==> src/rtl/weight_buffer_pingpong_pkg.sv <==
// Shared sizing constants and FSM state type for the ping-pong weight buffer.
package weight_buffer_pingpong_pkg;

    localparam int K_CHANNELS  = 8;
    localparam int INT_WIDTH   = 8;
    localparam int SRAM_ADDR_W = 4;
    localparam int WB_DEPTH    = 16;
    localparam int CH_W        = $clog2(K_CHANNELS);
    localparam int LANES_W     = K_CHANNELS * INT_WIDTH;

    typedef enum logic [0:0] {
        WB_IDLE = 1'b0,
        WB_LOAD = 1'b1
    } wb_state_e;

endpackage

==> src/rtl/weight_buffer_pingpong_ram.sv <==
// One weight bank: WB_DEPTH words of K_CHANNELS lanes, per-lane write enable,
// registered read port. Storage carries no reset; the top gates unread data.
module wb_bank_ram
    import weight_buffer_pingpong_pkg::*;
(
    input  logic                   clk,
    input  logic                   we,
    input  logic [SRAM_ADDR_W-1:0] waddr,
    input  logic [K_CHANNELS-1:0]  wlane,
    input  logic [INT_WIDTH-1:0]   wdata,
    input  logic                   re,
    input  logic [SRAM_ADDR_W-1:0] raddr,
    output logic [LANES_W-1:0]     rdata
);

    logic [LANES_W-1:0] mem [WB_DEPTH];

    // Lane-selective write and synchronous read; rdata holds when re is low.
    always_ff @(posedge clk) begin
        if (we) begin
            for (int c = 0; c < K_CHANNELS; c++) begin
                if (wlane[c]) begin
                    mem[waddr][c*INT_WIDTH +: INT_WIDTH] <= wdata;
                end
            end
        end
        if (re) begin
            rdata <= mem[raddr];
        end
    end

endmodule

==> src/rtl/weight_buffer_pingpong.sv <==
// Double-banked weight buffer: a serial stream fills the idle bank while the
// scheduler reads the active bank; a swap handshake exchanges their roles.
module weight_buffer_pingpong
    import weight_buffer_pingpong_pkg::*;
(
    input  logic                   clk_i,
    input  logic                   rst_async_n_i,
    input  logic [3:0]             cfg_kernel_r_i,
    input  logic                   load_start_i,
    input  logic                   s_valid_i,
    output logic                   s_ready_o,
    input  logic [INT_WIDTH-1:0]   s_data_i,
    output logic                   load_busy_o,
    output logic                   load_done_o,
    output logic                   cfg_err_o,
    input  logic                   swap_i,
    output logic                   rd_bank_o,
    output logic                   rd_bank_valid_o,
    output logic [1:0]             bank_full_o,
    input  logic                   wb_rd_en_i,
    input  logic [SRAM_ADDR_W-1:0] wb_addr_i,
    output logic [LANES_W-1:0]     wb_data_o
);

    wb_state_e              state;
    logic                   rd_bank;
    logic [1:0]             bank_full;
    logic [7:0]             size [2];
    logic [CH_W-1:0]        ch_cnt;
    logic [SRAM_ADDR_W-1:0] addr_cnt;
    logic                   load_done;
    logic                   cfg_err;
    logic                   rd_ok;
    logic                   rd_sel;

    logic                   fill;
    logic                   swap_ok;
    logic                   rd_bank_next;
    logic [1:0]             full_swapped;
    logic                   tgt;
    logic [7:0]             r_sq;
    logic                   start_req;
    logic                   start_ok;
    logic                   beat;
    logic                   last_beat;
    logic                   rd_in_range;
    logic [K_CHANNELS-1:0]  lane_en;
    logic [LANES_W-1:0]     rdata [2];

    // Fill bank is always the one not being read; loads never touch rd_bank.
    assign fill         = ~rd_bank;
    assign swap_ok      = (state == WB_IDLE) && swap_i && bank_full[fill];
    assign rd_bank_next = swap_ok ? fill : rd_bank;
    assign tgt          = ~rd_bank_next;
    assign r_sq         = {4'd0, cfg_kernel_r_i} * {4'd0, cfg_kernel_r_i};
    assign start_req    = (state == WB_IDLE) && load_start_i;
    assign start_ok     = start_req && !full_swapped[tgt] &&
                          (cfg_kernel_r_i != 4'd0) && (r_sq <= 8'(WB_DEPTH));
    assign beat         = (state == WB_LOAD) && s_valid_i;
    assign last_beat    = beat && (ch_cnt == CH_W'(K_CHANNELS - 1)) &&
                          (8'(addr_cnt) == size[fill] - 8'd1);
    assign rd_in_range  = bank_full[rd_bank] && (8'(wb_addr_i) < size[rd_bank]);

    // Full flags as seen after a swap in this cycle, so a same-cycle start
    // evaluates the bank that the swap just released.
    always_comb begin
        full_swapped = bank_full;
        if (swap_ok) begin
            full_swapped[rd_bank] = 1'b0;
        end
    end

    // One-hot lane enable for the channel currently being streamed.
    always_comb begin
        lane_en         = '0;
        lane_en[ch_cnt] = 1'b1;
    end

    // Load FSM and address-major / channel-fastest beat counters.
    always_ff @(posedge clk_i or negedge rst_async_n_i) begin
        if (!rst_async_n_i) begin
            state    <= WB_IDLE;
            ch_cnt   <= '0;
            addr_cnt <= '0;
        end else begin
            case (state)
                WB_IDLE: begin
                    if (start_ok) begin
                        state    <= WB_LOAD;
                        ch_cnt   <= '0;
                        addr_cnt <= '0;
                    end
                end
                default: begin
                    if (beat) begin
                        if (last_beat) begin
                            state <= WB_IDLE;
                        end
                        if (ch_cnt == CH_W'(K_CHANNELS - 1)) begin
                            ch_cnt   <= '0;
                            addr_cnt <= addr_cnt + SRAM_ADDR_W'(1);
                        end else begin
                            ch_cnt <= ch_cnt + CH_W'(1);
                        end
                    end
                end
            endcase
        end
    end

    // Bank roles, full flags, per-bank sizes and the one-cycle status pulses.
    always_ff @(posedge clk_i or negedge rst_async_n_i) begin
        if (!rst_async_n_i) begin
            rd_bank   <= 1'b0;
            bank_full <= 2'b00;
            size[0]   <= '0;
            size[1]   <= '0;
            load_done <= 1'b0;
            cfg_err   <= 1'b0;
        end else begin
            rd_bank   <= rd_bank_next;
            bank_full <= full_swapped;
            if (last_beat) begin
                bank_full[fill] <= 1'b1;
            end
            if (start_ok) begin
                size[tgt] <= r_sq;
            end
            load_done <= last_beat;
            cfg_err   <= start_req && !start_ok;
        end
    end

    // Read-side qualifiers captured with the read; they pick the bank and
    // zero-gate the RAM output, and hold along with it when no read is issued.
    always_ff @(posedge clk_i or negedge rst_async_n_i) begin
        if (!rst_async_n_i) begin
            rd_ok  <= 1'b0;
            rd_sel <= 1'b0;
        end else if (wb_rd_en_i) begin
            rd_ok  <= rd_in_range;
            rd_sel <= rd_bank;
        end
    end

    for (genvar b = 0; b < 2; b++) begin : g_bank
        wb_bank_ram u_ram (
            .clk   (clk_i),
            .we    (beat && (fill == 1'(b))),
            .waddr (addr_cnt),
            .wlane (lane_en),
            .wdata (s_data_i),
            .re    (wb_rd_en_i),
            .raddr (wb_addr_i),
            .rdata (rdata[b])
        );
    end

    assign wb_data_o       = rd_ok ? rdata[rd_sel] : '0;
    assign s_ready_o       = (state == WB_LOAD);
    assign load_busy_o     = (state == WB_LOAD);
    assign load_done_o     = load_done;
    assign cfg_err_o       = cfg_err;
    assign rd_bank_o       = rd_bank;
    assign rd_bank_valid_o = bank_full[rd_bank];
    assign bank_full_o     = bank_full;

endmodule

==> config.mk <==
export PLATFORM = sky130hd
export DESIGN_NAME = weight_buffer_pingpong
export DESIGN_NICKNAME = d
export VERILOG_FILES = /design/src/rtl/weight_buffer_pingpong_pkg.sv /design/src/rtl/weight_buffer_pingpong_ram.sv /design/src/rtl/weight_buffer_pingpong.sv
export SDC_FILE = /design/constraint.sdc
export NUM_CORES = 2
export LEC_CHECK = 0
export BUFFER_PORTS_ARGS = -buffer_cell sky130_fd_sc_hd__clkbuf_2
export CAP_MARGIN = 0
export CORE_MARGIN = 2
export CORE_UTILIZATION = 60
export DETAILED_ROUTE_END_ITERATION = 6
export GPL_TIMING_DRIVEN = 0
export MAX_ROUTING_LAYER = met4
export PLACE_DENSITY_LB_ADDON = 0.25
export SLEW_MARGIN = 30
export SYNTH_ARGS = -nofsm -noshare
export SYNTH_HDL_FRONTEND = slang
export SYNTH_SLANG_ARGS = --single-unit
==> constraint.sdc <==
create_clock -name clk_i -period 2.8 [get_ports clk_i]
set_input_delay 0.14 -clock clk_i [delete_from_list [all_inputs] [get_ports clk_i]]
set_output_delay 0.14 -clock clk_i [all_outputs]
set_load 0.02 [all_outputs]
* Word-level counts from Yosys, hierarchy flattened *
Memory sizes are Yosys's and may differ from the RTL's. A register that Yosys moved wholly into a read port is not among the register bits.
Index checks and enable logic that the tools add are counted.

word-level totals
  bits in registers = 31
  memory bits (writable) = 2048
  input port bits = 22
  word-level logic and storage cells = 148
  memories kept = 2

cells by class
  add/sub/neg operators = 3
  multiply operators = 1
  $lt $le $gt $ge = 14
  eq/ne operators = 4
  multiplexer cells = 80
  bitwise gates (word level) = 10
  reductions and logical operators = 23

memories
  memory               words  width  read ports  clocked after memory_dff  write ports  line                              source
  g_bank[0].u_ram.mem  16     64     1           1                         1            weight_buffer_pingpong_ram.sv:16  logic [LANES_W-1:0] mem [WB_DEPTH];
  g_bank[1].u_ram.mem  16     64     1           1                         1            weight_buffer_pingpong_ram.sv:16

operator list
  operator                                                                          number
  64-bit two-way mux                                                                4
  8-bit two-way mux                                                                 7
  1-bit two-way mux                                                                 54
  1-bit logical AND                                                                 17
  16-bit bitwise mux                                                                1
  4-bit two-way mux                                                                 4
  3-bit two-way mux                                                                 4
  8-bit demux with 1-bit select                                                     1
  4-bit by 8-bit == test with 1-bit output                                          1
  2-bit greater-or-equal comparator, second input constant                          4
  8-bit by 5-bit less-or-equal comparator with 1-bit output, second input constant  1
  4-bit by 8-bit < comparator with 1-bit output                                     1
  4-bit by 4-bit multiplier with 8-bit output                                       1
  1-bit NOT with 2-bit output                                                       4
  8-bit by 1-bit subtractor with 8-bit output, second input constant                1
  1-bit by 2-bit < comparator with 1-bit output, second input constant              3
  4-bit by 1-bit adder with 4-bit output, second input constant                     1
  3-bit by 4-bit < comparator with 1-bit output, second input constant              1
  2-bit two-way mux                                                                 2
  2-bit by 1-bit inequality test with 1-bit output, second input constant           2
  4-bit nonzero test                                                                1
  3-bit by 1-bit adder with 3-bit output, second input constant                     1
  1-bit demux with 3-bit select                                                     1
  3-bit == test, second input constant                                              1
  12 further kinds                                                                  17

* Logic depth before layout (Yosys ltp) *
  depth in word-level cells = 15
  depth in mapped cells = 9

* Modules after synthesis *
Synthesis repeated with hierarchy kept, for this count alone.

second synthesis, totals
  cells, all modules = 3906
  area, all modules = 84215.8 µm²

by module, submodules not included
  module                  times used  cells each  area each (µm²)  sequential area each (µm²)
  wb_bank_ram             2           1791        40735.3          32671.3
  weight_buffer_pingpong  1           324         2745.1           725.7

* Least setup slack after synthesis *
OpenSTA, ideal clock, no wires.

  path kind = reg2reg
  from = reg rd_bank (netlist: rd_bank_o)
  to = mem g_bank[0].u_ram.mem[13][24] in the netlist's numbering (enable)
  setup time = 0.370 ns
  arrival = 2.130 ns
  required time = 2.430 ns
  setup slack = 0.300 ns
  cell stages (with the launch flop) = 9
  buffers on the path = 4
  clock period less this slack = 2.500 ns
  cells stage by stage = dfrtp_1 buf_2 buf_2 buf_2 nand2_1 nor2_1 nand3_1 clkbuf_1 nor2_1

between the ends
  cells in the longest elaborated chain, start to end = 3

ends and longest elaborated chain
  what                                     line                              source
  start: declaration                       weight_buffer_pingpong.sv:26      logic rd_bank;
  start signal: assignment                 weight_buffer_pingpong.sv:121     rd_bank <= rd_bank_next;
  1-bit logical AND                        weight_buffer_pingpong.sv:149     .we (beat && (fill == 1'(b))),
  1-bit two-way mux                        weight_buffer_pingpong_ram.sv:20  if (we) begin
  1-bit two-way mux (not written as such)  weight_buffer_pingpong_ram.sv:23  mem[waddr][c*INT_WIDTH +: INT_WIDTH] <= wdata;
  end: declaration                         weight_buffer_pingpong_ram.sv:16

Every way passes these cells.

* Worst setup path after layout *
  from = reg ch_cnt[0]
  to = mem g_bank[1].u_ram.mem[11][22] in the netlist's numbering (enable)

between the ends
  cells in the longest elaborated chain, start to end = 7
  elaborated cells between the ends (all ways) = 8
  those cells by class = order compare: 2; mux: 5; reduce/logical: 1

ends and longest elaborated chain
  what                                                                                                                                                        line                              source
  start: declaration                                                                                                                                          weight_buffer_pingpong.sv:29      logic [CH_W-1:0] ch_cnt;
  start signal: assignment                                                                                                                                    weight_buffer_pingpong.sv:103     ch_cnt <= ch_cnt + CH_W'(1);
  3-bit by 4-bit < comparator with 1-bit output (not written as such) / 3-bit by 1-bit greater-or-equal comparator with 1-bit output (equally long branches)  weight_buffer_pingpong.sv:76      lane_en[ch_cnt] = 1'b1;
  1-bit logical AND (not written as such)                                                                                                                     weight_buffer_pingpong.sv:76
  1-bit two-way mux (not written as such)                                                                                                                     weight_buffer_pingpong.sv:76
  1-bit demux with 3-bit select (*)                                                                                                                           weight_buffer_pingpong.sv:76
  1-bit two-way mux (*)                                                                                                                                       weight_buffer_pingpong_ram.sv:22  if (wlane[c]) begin
  1-bit two-way mux (*)                                                                                                                                       weight_buffer_pingpong_ram.sv:20
  1-bit two-way mux (not written as such) (*)                                                                                                                 weight_buffer_pingpong_ram.sv:23
  end: declaration                                                                                                                                            weight_buffer_pingpong_ram.sv:16

Mark *: on every way between the ends. The rest lies on a longest branch, timed or not.

==> out/qor.yml <==
clocking:
  tritoncts: "yes"
  htreeDepth: 4
  root_buffer: "sky130_fd_sc_hd__clkbuf_16"
  tritoncts.num_buffers: 207
  clock_sinks: 2205
  clk_latency_ns: 0.83
  clock_path_buffers: 3
  clock_pin_slew_of_the_registers_on_the_worst_case_setup_and_hold_paths_ns: 0.06
route:
  drtAntennaViolNets: 0
  drt_wl_total_mm: 223
  wirelength_met1_mm: 83.2
  routed_via_count: 43400
  maxUsedRoutingLayer: "met4"
  drtPass1Iterations: 5
  met2RoutedLength_mm: 106
  drt_iter0_drc: 6172
  wire_length_on_met3_mm: 26.0
  viasPerCell: 6.70
  detail_route.wl_per_cell_um: 34.4
  post-route-drc-count: 0
power_and_ir_drop:
  static_leak_uw: 0.0306
  ir_drop_uv: 571
  power_per_cell_area_mw_per_mm2: 711
  p_total_uw: 69900
setup_path:
  reg2reg_depth: 5
  startpoint: "ch_cnt[0]"
  path_class: "reg2reg"
  cp_max_fo: 10
  worst_r2r_startpoint: "ch_cnt[0]"
  setup.worst_path.start_class: "register"
  cp.required_ns: 3.29
  rr_endpoint: "g_bank[1].u_ram.mem[11][22]"
  r2r_setup_slack_ns: -0.09
  critical_path.endpoint_type: "register"
  arrival_ns: 3.37
timing:
  final.setup_skew_ns: 0.0278
  hold_viol_final: 0
  max_freq_mhz: 346
  fin_crit_ns: 2.89
  final-max-slew-violation-count: 0
  fin_ws_ns: -0.0878
  setup-tns-final_ns: -3.74
  worst-slew-pin-transition_ns: 1.05
  share_of_the_clock_period_used_by_the_worst_path_after_layout: 1.03
  relSlewSlack: 0.302
  rsz0062_at_grt: "yes"
  setup_viol: 101
hold_path:
  hold_class: "in2reg"
  worstHoldPathCells: 5
  hold_path_startpoint: "wb_addr_i[3]"
  min_to: "rd_ok"
grt:
  globalRouteTotalUtil: 0.317
  first_global_vias: 42300
  grt_first_pass_wirelength_mm: 311
  antenna_found_initial: 20
  pin_count_of_the_biggest_net_entering_global_routing: 109
  grt_overflow_total: 0
synthesis:
  synth.net_count: 4059
  synthesis.instances: 4025
  synth.cells.most_frequent: "sky130_fd_sc_hd__edfxtp_1, sky130_fd_sc_hd__mux4_2, sky130_fd_sc_hd__nor2_1, sky130_fd_sc_hd__mux2i_1, sky130_fd_sc_hd__clkbuf_1"
  mappedNetlistArea_mm2: 0.0853
  mean_instance_size_in_the_synthesized_netlist_um2: 21.2
  synth_seq_cells: 2205
  async_reset_ff_frac: 0.0132
  synth_sequential_area_ratio: 0.775
  dominantRegCellSynth: "sky130_fd_sc_hd__edfxtp_1"
  synth_top_area_share: 0.766
  yosys.cell_types.count: 40
  synthMostInstantiatedCell: "sky130_fd_sc_hd__edfxtp_1"
  netlist_top_cells_area: "sky130_fd_sc_hd__edfxtp_1, sky130_fd_sc_hd__mux4_2, sky130_fd_sc_hd__mux2i_1"
  synth_enable_flop_cells: 2176
  yosys_warnings: 0
  netlist.top_cell.by_area: "sky130_fd_sc_hd__edfxtp_1"
place:
  finalWeightedCongestion: 0.846
  detailed_place_hpwl_mm: 143
  place.port_buffers: 91
die:
  die_y_um: 381
  floorplan.initialDensity: 0.604
  floorplan.die.width_um: 381
  row_count: 138
  number_of_placed_i_o_pins: 94
  core_region_area_mm2: 0.141
  die_area_mm2: 0.145
job:
  maxCapViolCount: 0
run_status:
  outcome: "finished, violations left"
  violations: "negative setup slack"
finish:
  drive_gt1_frac: 0.308
  finish.net_count: 4439
  synthToLayoutAreaGrowth_pct: 15.2
==> critical path, cell delays in order, from the launching register on <==
cell                       delay, ns
sky130_fd_sc_hd__dfrtp_1        0.39
sky130_fd_sc_hd__clkbuf_2       0.31
sky130_fd_sc_hd__nor2b_4        0.53
sky130_fd_sc_hd__nand2_1        0.48
sky130_fd_sc_hd__clkbuf_4       0.44
sky130_fd_sc_hd__nor2_4         0.36
==> worst max-delay path by stage <==
stage,to,cells past startpoint
6_report,g_bank[1].u_ram.mem[11][22],5
5_1_grt,g_bank[0].u_ram.mem[0][53],5
4_1_cts,g_bank[1].u_ram.mem[8][7],6
3_5_place_dp,g_bank[0].u_ram.rdata[31],8
3_3_place_gp,g_bank[1].u_ram.mem[2][41],1
2_1_floorplan,g_bank[0].u_ram.mem[13][24],8
==> cells in the final DEF (no fill, tap or decap), types with 8 or more instances in the layout <==
cell type	instances
sky130_fd_sc_hd__a211oi_1	128
sky130_fd_sc_hd__a21oi_1	125
sky130_fd_sc_hd__and2_1	13
sky130_fd_sc_hd__buf_12	17
sky130_fd_sc_hd__buf_16	33
sky130_fd_sc_hd__buf_2	79
sky130_fd_sc_hd__buf_4	16
sky130_fd_sc_hd__bufinv_16	13
sky130_fd_sc_hd__clkbuf_1	136
sky130_fd_sc_hd__clkbuf_16	211
sky130_fd_sc_hd__clkbuf_2	116
sky130_fd_sc_hd__clkbuf_4	20
sky130_fd_sc_hd__clkbuf_8	12
sky130_fd_sc_hd__clkinv_1	55
sky130_fd_sc_hd__clkinv_2	35
sky130_fd_sc_hd__dfrtp_1	26
sky130_fd_sc_hd__diode_2	18
sky130_fd_sc_hd__dlygate4sd3_1	20
sky130_fd_sc_hd__edfxtp_1	2176
sky130_fd_sc_hd__ha_1	12
sky130_fd_sc_hd__mux2_2	8
sky130_fd_sc_hd__mux2i_1	185
sky130_fd_sc_hd__mux2i_2	12
sky130_fd_sc_hd__mux4_2	512
sky130_fd_sc_hd__nand2_1	21
sky130_fd_sc_hd__nand2_2	15
sky130_fd_sc_hd__nor2_1	77
sky130_fd_sc_hd__nor2_2	61
sky130_fd_sc_hd__nor2_4	192
sky130_fd_sc_hd__nor2b_1	132
sky130_fd_sc_hd__o21ai_0	9
==> cells by family (layout without fill, tap and decap cells) <==
group                    count (synthesis)  after routing  share of synthesized area
AND/OR/NAND/NOR                        550            550                     0.0296
multiplexers                           725            725                      0.161
adder cells (fa/ha/maj)                 12             12                    0.00176
AO/OA/AOI/OAI                          277            277                     0.0204
buffers and inverters                  247            790                     0.0121
other                                    0             18                          0
XOR/XNOR                                 9              9                   0.000924
flip-flops                            2205           2205                      0.775
==> report_power, final <==
group	switching, µW	internal [µW]	leakage, µW
combinational	4000	2040	0.00747
clock	11900	14900	0.00311
sequential	302	36700	0.0200
==> routing by layer <==
| metal | vias up | track usage |
|---|---|---|
| met2 | 2821 | 0.474 |
| li1 | 17400 | - |
| met4 | 0 | 0.0954 |
| met5 | - | - |
| met1 | 22800 | 0.443 |
| met3 | 377 | 0.0758 |
==> state kept, by name, indices dropped and copies added, names as in the netlist <==
name and cells:
g_bank.u_ram.mem 2048, g_bank.u_ram.rdata 128, load_busy_o 1, cfg_err_o 1, load_done_o 1, rd_sel 1, ch_cnt 3, rd_bank_o 1
addr_cnt 4, rd_ok 1, bank_full_o 2, size 14
==> repair_timing <==
action | CTS | global route
hold buffers | 21 | 0
setup endpoints to repair | 2219 | 1855
buffers inserted | 7 | 17
pin swaps | 5 | 19
hold endpoints to repair | 631 | 0
gates resized for setup | 495 | 83
==> stage by stage <==
step                hold slack [ns]  std cells  setup slack (ns)  utilization  area [µm²]
CTS                         0.00343       6442           -0.0724        0.691       97600
global route                 0.0955       6466            -0.160        0.695       98200
floorplan                    -0.156       4025             0.300            -       85300
finish                       0.0729       6476           -0.0878        0.696       98200
global placement              0.234       6006             -2.15        0.624       88100
detailed placement            0.252       6045             -1.84        0.632       89300
==> layout make-up <==
class | instances | area (µm²)
buffer | 238 | 1180
tap | 1890 | 2360
sequential | 2205 | 66100
multi-input combinational | 1573 | 20100
clock inverter | 114 | 892
timing repair buffer | 175 | 2130
inverter | 5 | 18.8
clock buffer | 258 | 5460
antenna | 18 | 45.0
fill | 8470 | 43000
Note: power is estimated with default switching activity, not from simulation.
